`src/rtl/exec_unit.sv`:
```
// Execute stage of the 8-bit RISC core: single-cycle ALU ops plus an iterative
// shift-add multiplier, producing one register-file write request per completed op.
module exec_unit #(
    parameter int DATA_WIDTH = 8
) (
    input  logic                  clk,
    input  logic                  rst,
    input  logic                  in_valid,
    output logic                  in_ready,
    input  logic [3:0]            op,
    input  logic [5:0]            rd,
    input  logic [DATA_WIDTH-1:0] rs1_data,
    input  logic [DATA_WIDTH-1:0] rs2_data,
    output logic                  wr_en,
    output logic [5:0]            wr_addr,
    output logic [DATA_WIDTH-1:0] wr_data,
    output logic                  flag_z,
    output logic                  flag_c,
    output logic                  err
);

    localparam logic [3:0] OP_ADD  = 4'd0;
    localparam logic [3:0] OP_SUB  = 4'd1;
    localparam logic [3:0] OP_AND  = 4'd2;
    localparam logic [3:0] OP_OR   = 4'd3;
    localparam logic [3:0] OP_XOR  = 4'd4;
    localparam logic [3:0] OP_SLL  = 4'd5;
    localparam logic [3:0] OP_SRL  = 4'd6;
    localparam logic [3:0] OP_MUL  = 4'd7;
    localparam logic [3:0] OP_PASS = 4'd8;

    localparam int              CW       = $clog2(DATA_WIDTH) + 1;
    localparam logic [CW-1:0]   LAST_STEP = CW'(DATA_WIDTH - 1);

    typedef enum logic [0:0] {
        S_IDLE = 1'b0,
        S_MUL  = 1'b1
    } state_t;

    state_t                    r_state;
    logic                      r_ready;
    logic                      r_wr_en;
    logic [5:0]                r_wr_addr;
    logic [DATA_WIDTH-1:0]     r_wr_data;
    logic                      r_flag_z;
    logic                      r_flag_c;
    logic                      r_err;
    logic [2*DATA_WIDTH-1:0]   r_mcand;
    logic [DATA_WIDTH-1:0]     r_mplier;
    logic [2*DATA_WIDTH-1:0]   r_prod;
    logic [CW-1:0]             r_cnt;
    logic [5:0]                r_rd;

    logic                      w_accept;
    logic [DATA_WIDTH:0]       w_sum;
    logic [DATA_WIDTH:0]       w_diff;
    logic [DATA_WIDTH-1:0]     w_res;
    logic                      w_c_new;
    logic                      w_legal;
    logic [2*DATA_WIDTH-1:0]   w_addend;
    logic [2*DATA_WIDTH-1:0]   w_prod_next;

    assign in_ready = r_ready;
    assign wr_en    = r_wr_en;
    assign wr_addr  = r_wr_addr;
    assign wr_data  = r_wr_data;
    assign flag_z   = r_flag_z;
    assign flag_c   = r_flag_c;
    assign err      = r_err;

    assign w_accept    = in_valid && r_ready;
    assign w_sum       = {1'b0, rs1_data} + {1'b0, rs2_data};
    assign w_diff      = {1'b0, rs1_data} - {1'b0, rs2_data};
    assign w_addend    = r_mplier[0] ? r_mcand : {(2*DATA_WIDTH){1'b0}};
    assign w_prod_next = r_prod + w_addend;

    // Single-cycle ALU result and carry; logical ops and PASS keep the old carry.
    always_comb begin
        w_res   = {DATA_WIDTH{1'b0}};
        w_c_new = r_flag_c;
        w_legal = 1'b1;
        case (op)
            OP_ADD: begin
                w_res   = w_sum[DATA_WIDTH-1:0];
                w_c_new = w_sum[DATA_WIDTH];
            end
            OP_SUB: begin
                w_res   = w_diff[DATA_WIDTH-1:0];
                w_c_new = w_diff[DATA_WIDTH];
            end
            OP_AND:  w_res = rs1_data & rs2_data;
            OP_OR:   w_res = rs1_data | rs2_data;
            OP_XOR:  w_res = rs1_data ^ rs2_data;
            OP_SLL:  w_res = rs1_data << rs2_data[2:0];
            OP_SRL:  w_res = rs1_data >> rs2_data[2:0];
            OP_MUL:  w_res = {DATA_WIDTH{1'b0}};
            OP_PASS: w_res = rs2_data;
            default: w_legal = 1'b0;
        endcase
    end

    // Issue control, multiplier iteration and registered write/flag outputs.
    always_ff @(posedge clk) begin
        if (rst) begin
            r_state   <= S_IDLE;
            r_ready   <= 1'b1;
            r_wr_en   <= 1'b0;
            r_wr_addr <= 6'd0;
            r_wr_data <= {DATA_WIDTH{1'b0}};
            r_flag_z  <= 1'b0;
            r_flag_c  <= 1'b0;
            r_err     <= 1'b0;
            r_mcand   <= {(2*DATA_WIDTH){1'b0}};
            r_mplier  <= {DATA_WIDTH{1'b0}};
            r_prod    <= {(2*DATA_WIDTH){1'b0}};
            r_cnt     <= {CW{1'b0}};
            r_rd      <= 6'd0;
        end else begin
            r_wr_en <= 1'b0;
            r_err   <= 1'b0;
            case (r_state)
                S_IDLE: begin
                    if (w_accept) begin
                        if (op == OP_MUL) begin
                            r_state  <= S_MUL;
                            r_ready  <= 1'b0;
                            r_mcand  <= {{DATA_WIDTH{1'b0}}, rs1_data};
                            r_mplier <= rs2_data;
                            r_prod   <= {(2*DATA_WIDTH){1'b0}};
                            r_cnt    <= {CW{1'b0}};
                            r_rd     <= rd;
                        end else if (w_legal) begin
                            r_flag_z <= (w_res == {DATA_WIDTH{1'b0}});
                            r_flag_c <= w_c_new;
                            if (rd != 6'd0) begin
                                r_wr_en   <= 1'b1;
                                r_wr_addr <= rd;
                                r_wr_data <= w_res;
                            end
                        end else begin
                            r_err <= 1'b1;
                        end
                    end
                end
                S_MUL: begin
                    r_prod   <= w_prod_next;
                    r_mcand  <= r_mcand << 1;
                    r_mplier <= r_mplier >> 1;
                    r_cnt    <= r_cnt + {{(CW-1){1'b0}}, 1'b1};
                    // The last step folds its partial product straight into the outputs.
                    if (r_cnt == LAST_STEP) begin
                        r_state  <= S_IDLE;
                        r_ready  <= 1'b1;
                        r_flag_z <= (w_prod_next[DATA_WIDTH-1:0] == {DATA_WIDTH{1'b0}});
                        r_flag_c <= |w_prod_next[2*DATA_WIDTH-1:DATA_WIDTH];
                        if (r_rd != 6'd0) begin
                            r_wr_en   <= 1'b1;
                            r_wr_addr <= r_rd;
                            r_wr_data <= w_prod_next[DATA_WIDTH-1:0];
                        end
                    end
                end
                default: begin
                    r_state <= S_IDLE;
                    r_ready <= 1'b1;
                end
            endcase
        end
    end

endmodule

```
`config.mk`:
```
export PLATFORM = sky130hd
export DESIGN_NAME = exec_unit
export DESIGN_NICKNAME = d
export VERILOG_FILES = /design/src/rtl/exec_unit.sv
export SDC_FILE = /design/constraint.sdc
export NUM_CORES = 1
export LEC_CHECK = 0
export BUFFER_PORTS_ARGS = -buffer_cell sky130_fd_sc_hd__buf_2
export CAP_MARGIN = 20
export CORE_ASPECT_RATIO = 0.8
export CORE_MARGIN = 3
export CORE_UTILIZATION = 52
export DETAILED_ROUTE_END_ITERATION = 10
export HOLD_SLACK_MARGIN = 0.06
export PLACE_DENSITY = 0.71
export SETUP_SLACK_MARGIN = 0.05
export SYNTH_ARGS = -nofsm -noshare
export SYNTH_HDL_FRONTEND = slang
export SYNTH_SLANG_ARGS = --single-unit
export TNS_END_PERCENT = 50
```
`constraint.sdc`:
```
create_clock -name clk -period 3.4 [get_ports clk]
set_input_delay 0.34 -clock clk [delete_from_list [all_inputs] [get_ports clk]]
set_output_delay 0.34 -clock clk [all_outputs]
set_load 0.1 [all_outputs]
```
# After elaboration in Yosys (flattened, before gate mapping)
# Cells that the tools add are included.
# totals
elab_cells	112
ff_bits	70
inputBits	29
out_inout_bits	19
# op_classes
eq_ne	17
bitwise	5
n_mux	56
shifts	2
n_reduce_logical	15
add_sub_neg	4
# op_table
op	n
$mux 16	5
$mux 8	8
$pmux 16 s2	2
$pmux 8 s8	1
$mux 6	6
$pmux 8 s2	2
$mux 1	22
$eq 4x3->1 const B	5
$add 16x16->16	1
$logic_not 8->1	2
$pmux 1 s2	6
$pmux 6 s2	1
$reduce_bool 6->1	2
$ne 2x2->1 const B	5
$add 8x8->9	1
$reduce_or 9->1	1
$sub 8x8->9	1
$and 8x8->8	1
$eq 4x2->1 const B	2
$mux 4	2
$or 8x8->8	1
$pmux 4 s2	1
$reduce_or 8->1	1
$shl 8x3->8	1
other kinds (16)	19

# Longest topological paths before layout
# Gate-level depths: netlist (run 1).
# logic_depth
depth_word	7
depth_mapped	11
mapped_depth_nobuf	10

# Worst setup path after synthesis (run 1)
# OpenSTA, ideal clock, no wires.
# synth_path
kind	flip-flop to flip-flop
from	reg r_mplier[0]
to	reg r_flag_z, in the netlist flag_z
path_stages_with_launch	11
arrival_time_ps	2605
setup_time_ps	59
period_less_slack_ps	2665
n_path_buf	1
slack_ps	735
required_time_ps	3341
cell_sequence	dfxtp_1 > clkbuf_1 > and2_1 > ha_1 > a21o_1 > a21oi_2 > xnor2_1 > or4_1 > or4_1 > o41ai_2 > a41o_1
# synth_between
elab_chain_len	5
# synth_lines
item	line_no	rtl
start: declaration	49	logic [DATA_WIDTH-1:0] r_mplier;
start signal: assignment	114	r_mplier <= {DATA_WIDTH{1'b0}};
start signal: assignment	128	r_mplier <= rs2_data;
start signal: assignment	148	r_mplier <= r_mplier >> 1;
$mux 16	74	assign w_addend = r_mplier[0] ? r_mcand : {(2*DATA_WIDTH){1'b0}};
$add 16x16->16	75	assign w_prod_next = r_prod + w_addend;
$logic_not 8->1	154	r_flag_z <= (w_prod_next[DATA_WIDTH-1:0] == {DATA_WIDTH{1'b0}});
$mux 1	151	if (r_cnt == LAST_STEP) begin
$pmux 1 s2	121	case (r_state)
end signal: assignment	133	r_flag_z <= (w_res == {DATA_WIDTH{1'b0}});
end signal: assignment	154	
end: declaration	45	logic r_flag_z;
# No other way between the ends. The select of a mux whose other input is x is not followed.
# A chain may end at the register's enable or synchronous reset.

# Worst setup path after layout (run 1)
# layout_path
from	reg r_mplier[0]
to	reg r_flag_c, in the netlist flag_c
# layout_between
elab_chain_len	5
# layout_lines
item	line_no	rtl
$mux 16	74	
$add 16x16->16	75	
$reduce_or 8->1	155	r_flag_c <= |w_prod_next[2*DATA_WIDTH-1:DATA_WIDTH];
$mux 1	151	
$pmux 1 s2	121	
end signal: assignment	134	r_flag_c <= w_c_new;
end signal: assignment	155	
end: declaration	46	logic r_flag_c;
# No other way between the ends. The select of a mux whose other input is x is not followed.

==> results of run 1 <==
==> power groups by stage <==
stage	clock [uW]	sequential [uW]	combinational (uW)
floorplan	0	948	247
global placement	0	865	453
detailed placement	0	866	451
CTS	1040	847	453
global route	1070	849	497
finish	1020	848	464
==> path summary, 6_finish.rpt <==
| kind | from | endpoint | slack (ps) | depth (start not counted) |
|---|---|---|---|---|
| max | r_mplier[0] | flag_c | 400 | 9 |
| min | in_valid | err | 270 | 3 |
| max reg2reg | r_mplier[0] | flag_c | 400 | 9 |
| min reg2reg | wr_data[2] | wr_data[2] | 460 | 2 |
==> cells by family (layout without fill, tap and decap cells) <==
group                      after synthesis  after routing  synth area share (%)
and+or+nand+nor                        269            269                 24.48
AOI/OAI and AO/OA                      210            210                 24.48
buffers and inverters                   76             99                 5.485
DFF                                     70             70                 25.39
adders and majority gates               44             44                 10.38
muxes                                   32             32                 7.253
xor gates and xnor gates                16             16                 2.538
==> area by class of cell <==
type / instances / area [um^2]
Clock inverter: 6 / 93.84
Inverter: 27 / 101.3
Multi-Input combinational cell: 571 / 3817
Fill cell: 893 / 3852
Sequential cell: 70 / 1403
Clock buffer: 10 / 229.0
Timing Repair Buffer: 56 / 302.8
Tap cell: 136 / 170.2
==> flip-flops by register name, indices dropped and copies added, names as in the netlist <==
register	cells
err	1
flag_c	1
flag_z	1
in_ready	1
r_cnt	4
r_mcand	16
r_mplier	8
r_prod	16
r_rd	6
r_state	1
wr_addr	6
wr_data	8
wr_en	1
==> synthesized netlist by cell type, types with 4 or more instances <==
cell type,instances,share of area [%]
nor2_1,107,7.3
a21oi_1,86,7.8
dfxtp_1,70,25
ha_1,41,9.3
nand2_1,39,2.7
clkbuf_1,34,2.3
o21ai_0,27,2.4
inv_1,24,1.6
mux2i_1,22,4.0
and3_1,21,2.4
and2_1,19,2.2
nand3_1,17,1.5
a211oi_1,14,1.9
nor3_1,13,1.2
a21o_1,12,1.6
a31oi_1,11,1.2
buf_2,11,1.0
xnor2_1,10,1.6
nand4_1,8,0.91
nor2b_1,7,0.79
mux4_2,6,2.4
o211ai_1,6,0.82
xor2_1,6,0.95
a22oi_1,5,0.68
nand2b_1,5,0.57
a221oi_1,4,0.63
mux2_2,4,0.82
nand3b_1,4,0.54
nor3b_1,4,0.54
or4_1,4,0.54
==> layer usage <==
metal  vias up  GRT usage (%)
li1       2634              -
met1      2497          44.40
met2       271          37.36
met3        19          6.775
met4         0          5.599
met5         -              0
==> through the flow <==
step	instance area, um^2	hold slack, ps	total power, uW	util [%]
6_report	6117	270.6	2333	61.36
5_1_grt	6117	278.1	2418	61.36
4_1_cts	6117	261.5	2343	61.36
3_5_place_dp	5794	452.5	1317	58.12
3_3_place_gp	5794	436.9	1318	58.12
2_1_floorplan	5520	454.7	1195	-
==> worst register-to-register path, delay by kind of cell, from the launching register on <==
kind            cells  cell delay (ps)
compound gates      4             1100
xor+xnor            1              250
fa+ha+maj           1              280
flops               1              570
simple gates        3              680
==> run summary, run 1 <==
Final Max Slew Viols: 0
clock skew: 4.510 ps
design internal power: 1625 uW
DP Worst Slack: 508.6 ps
Mapped Cells: 717
CP Buf/Inv Count: 0
startpoint types: flip-flop
register share of total power: 36.3%
CTS clk-pin slew, worst paths: 60 ps
FP Rows: 32
met1 WL: 8017 um
maximum vdd ir drop: 0.2429 mV
# resized after CTS: 0
clk root buf: clkbuf_16
fin cells: 876
Req. time, crit path: 3610 ps
Async SR Flop Fraction: 0%
cell area after synthesis: 5520 um^2
post-CTS setup buffer count: 0
nets@finish: 808
Syn Nets: 790
cts hold-fix bufs: 0
max incr delay on CP: 570 ps
initial antenna violation count: 0
via count: 5,421
placed insts: 860
htree depth: 3
Clk Latency, worst-skew pair: 330 ps
sequential-to-total area share from yosys stat: 25.39%
Post-synth top flop: dfxtp_1
CP endpoint kind: flip-flop
io pins: 48
Final TNS setup: 0 ps
max cap viols: 0
area of the core: 9970 um^2
post-synthesis register bit count: 70
status: complete, no violations
aggregate global-route resource usage: 27.81%
critical-path cell list: and2_1 -> ha_1 -> a2111oi_0 -> o21ai_1 -> a41oi_1 -> xor2_1 -> nor3b_1 -> nor4bb_1 -> a21oi_1
Hold Path Class: input pin to flip-flop
CTS Buffer Depth: 2
CP max FO: 17
Setup-failing EPs final: 0
Max Freq: 333.8 MHz
most frequent cells in the layout: nor2_1, a21oi_1, dfxtp_1
Starting Density: 55.37%
Combinational Power Share: 19.9%
final period utilization: 88.12%
largest net degree at the start of global routing: 61
met2 WL: 6338 um
Die W: 121.2 um
RSZ-0062 raised after global routing: false
Detailed Route WL: 16,180 um
DRC viols: 0
global-route wire length before repair: 26,420 um
1st-iter DRT viols: 541
diode count: 0
Syn Area/Cell: 7.699 um^2
Pleak: 0.002688 uW
die area: 11,900 um^2
die height: 98.16 um
clock network fraction of total power: 43.8%
CP delay by family, top: compound AO/OA/AOI/OAI gates
critical path class: flip-flop to flip-flop
most common cell after layout, fill and taps aside: nor2_1
switching part of the total power: 30.33%
via density per instance: 6.188
DR top layer: met4
met3 WL: 1672 um
dpl hpwl: 12,110 um
GP Congestion: 1.023
cell area power density: 381.4 nW/um^2
fraction of layout cells with a size suffix above 1: 13.78%
total net switching power: 707.6 uW
CTS Sinks: 70
Tightest Pin Transition: 788.1 ps
IO Port Bufs: 47
Tmin final: 2996 ps
TritonCTS clock tree: built
number of global-route vias before repair: 4,912
drt wl/cell: 18.46 um
WP data arrival: 3210 ps
Post-synth EDFFs: 0
Slew headroom: 46.77%
slowest CP cell: dfxtp_1
1st-pass router iterations: 5
Synth Warn #: 0
Final Hold Fails: 0
GRT Residual Overflow: 0
post-route ant nets: 0
fin worst setup slack: 404.0 ps
CTS Buf Count: 9
Distinct cells, synth: 74
area delta synth->final: 10.81%
(Power assumes the default switching activity.)
==> run 2: changes to the inputs <==
CTS_BUF_LIST = sky130_fd_sc_hd__clkbuf_8 sky130_fd_sc_hd__clkbuf_16   (was default)
==> run 2 against run 1 <==
Die area unchanged. First-iteration DRC count increased by 8.7%. Register-to-register slack hardly changed. Critical path depth did not move. Combinational power about the same. Clock power is essentially flat. Sequential share of layout area unchanged. Clock-buffer cell count decreased by 1. Design area unchanged. Clock skew about the same. Core utilization is the same. Global-route usage unchanged. Critical path type unchanged.
==> run summary, run 2 (synthesis gave the netlist of run 1 again) <==
min-delay src: in_valid
CTS clk-pin slew, worst paths: 60 ps
CP endpoint kind: flip-flop
CTS Buffer Depth: 2
# resized after CTS: 0
switching part of the total power: 30.36%
Filler cells: 893
max cap viols: 0
CTS Sinks: 70
slowest CP cell: dfxtp_1
initial antenna violation count: 0
GRT Residual Overflow: 0
DRC viols: 0
CP max FO: 17
critical-path cell list: and2_1 -> ha_1 -> a2111oi_0 -> o21ai_1 -> a41oi_1 -> xor2_1 -> nor3b_1 -> nor4bb_1 -> a21oi_1
area delta synth->final: 10.81%
Req. time, crit path: 3610 ps
clock network fraction of total power: 43.7%
clk root buf: clkbuf_16
CP startpoint: r_mplier[0]
Max Freq: 334.6 MHz
Starting Density: 55.37%
aggregate global-route resource usage: 27.81%
final instance area: 6117 um^2
IO Port Bufs: 47
1st-pass router iterations: 5
Pleak: 0.002692 uW
post-route ant nets: 0
die area: 11,900 um^2
Combinational Power Share: 19.9%
Tmin final: 2989 ps
Final Hold Fails: 0
biggest registers after layout: r_mcand (16), r_prod (16)
htree depth: 3
Hold Path Class: input pin to flip-flop
design internal power: 1622 uW
Detailed Route WL: 16,200 um
max incr delay on CP: 570 ps
final period utilization: 87.91%
maximum vdd ir drop: 0.2424 mV
Final Max Slew Viols: 0
nets@finish: 808
startpoint types: flip-flop
DP Worst Slack: 508.6 ps
GP Congestion: 1.023
total net switching power: 707.2 uW
TritonCTS clock tree: built
die height: 98.16 um
RSZ-0062 raised after global routing: false
placed inst area: 5794 um^2
area of the core: 9970 um^2
Slew headroom: 45.57%
CP Buf/Inv Count: 0
fin worst setup slack: 411.0 ps
critical path class: flip-flop to flip-flop
1st-iter DRT viols: 588
Die W: 121.2 um
io pins: 48
clock skew: 4.215 ps
via count: 5,411
diode count: 0
cts hold-fix bufs: 0
most frequent cells in the layout: nor2_1, a21oi_1, dfxtp_1
CTS Buf Count: 9
placed insts: 860
post-CTS setup buffer count: 0
dpl hpwl: 12,110 um
cell area power density: 380.8 nW/um^2
global-route wire length before repair: 26,420 um
register share of total power: 36.4%
fraction of layout cells with a size suffix above 1: 13.78%
fin cells: 876
most common cell after layout, fill and taps aside: nor2_1
Reg-to-Reg Start: r_mplier[0]
FP Rows: 32
WP data arrival: 3200 ps
Final TNS setup: 0 ps
Setup-failing EPs final: 0
Clk Latency, worst-skew pair: 330 ps
number of global-route vias before repair: 4,912
drt wl/cell: 18.49 um
status: complete, no violations
via density per instance: 6.177
largest net degree at the start of global routing: 61
Tightest Pin Transition: 805.9 ps
CP delay by family, top: compound AO/OA/AOI/OAI gates
run 2: tightest hold or removal path, cell delays in order:
cell	delay, ps
buf_2	110
nand3_1	70
nor4_1	40
run 2: layout make-up:
class	count	area [um^2]	share of cell area, %
multi-input cells	571	3817	62.41
flip-flops and latches	70	1403	22.93
repair buffers	56	302.8	4.950
clock buffers	9	225.2	3.682
well taps	136	170.2	2.782
inverters	27	101.3	1.657
clock inverters	7	97.59	1.595
run 2: per-layer routing:
layer / global-route usage (%) / vias up / routed length, um / share of wire (%)
li1: - / 2635 / - / -
met1: 44.40 / 2484 / 7973 / 49
met2: 37.36 / 277 / 6356 / 39
met3: 6.775 / 15 / 1735 / 11
met4: 5.599 / 0 / 136 / 0.84
met5: 0 / - / 0 / 0
run 2: power by group through the flow:
stage	sequential, uW	clock [uW]	combinational, uW
after floorplan	948	0	247
after global placement	865	0	453
after detailed placement	866	0	451
after CTS	847	1040	453
after global routing	849	1070	497
final	848	1020	464
run 2: final timing paths:
kind | end | cells past startpoint | slack, ps
max reg2reg | flag_c | 9 | 410
min reg2reg | wr_data[2] | 2 | 460
min | err | 3 | 270
max | flag_c | 9 | 410
run 2: stage by stage:
stage / hold WS, ps / utilization (%) / power [uW]
floorplan: 454.7 / - / 1195
global placement: 436.9 / 58.12 / 1318
detailed placement: 452.5 / 58.12 / 1317
CTS: 261.5 / 61.36 / 2340
global route: 278.1 / 61.36 / 2416
finish: 271.2 / 61.36 / 2329
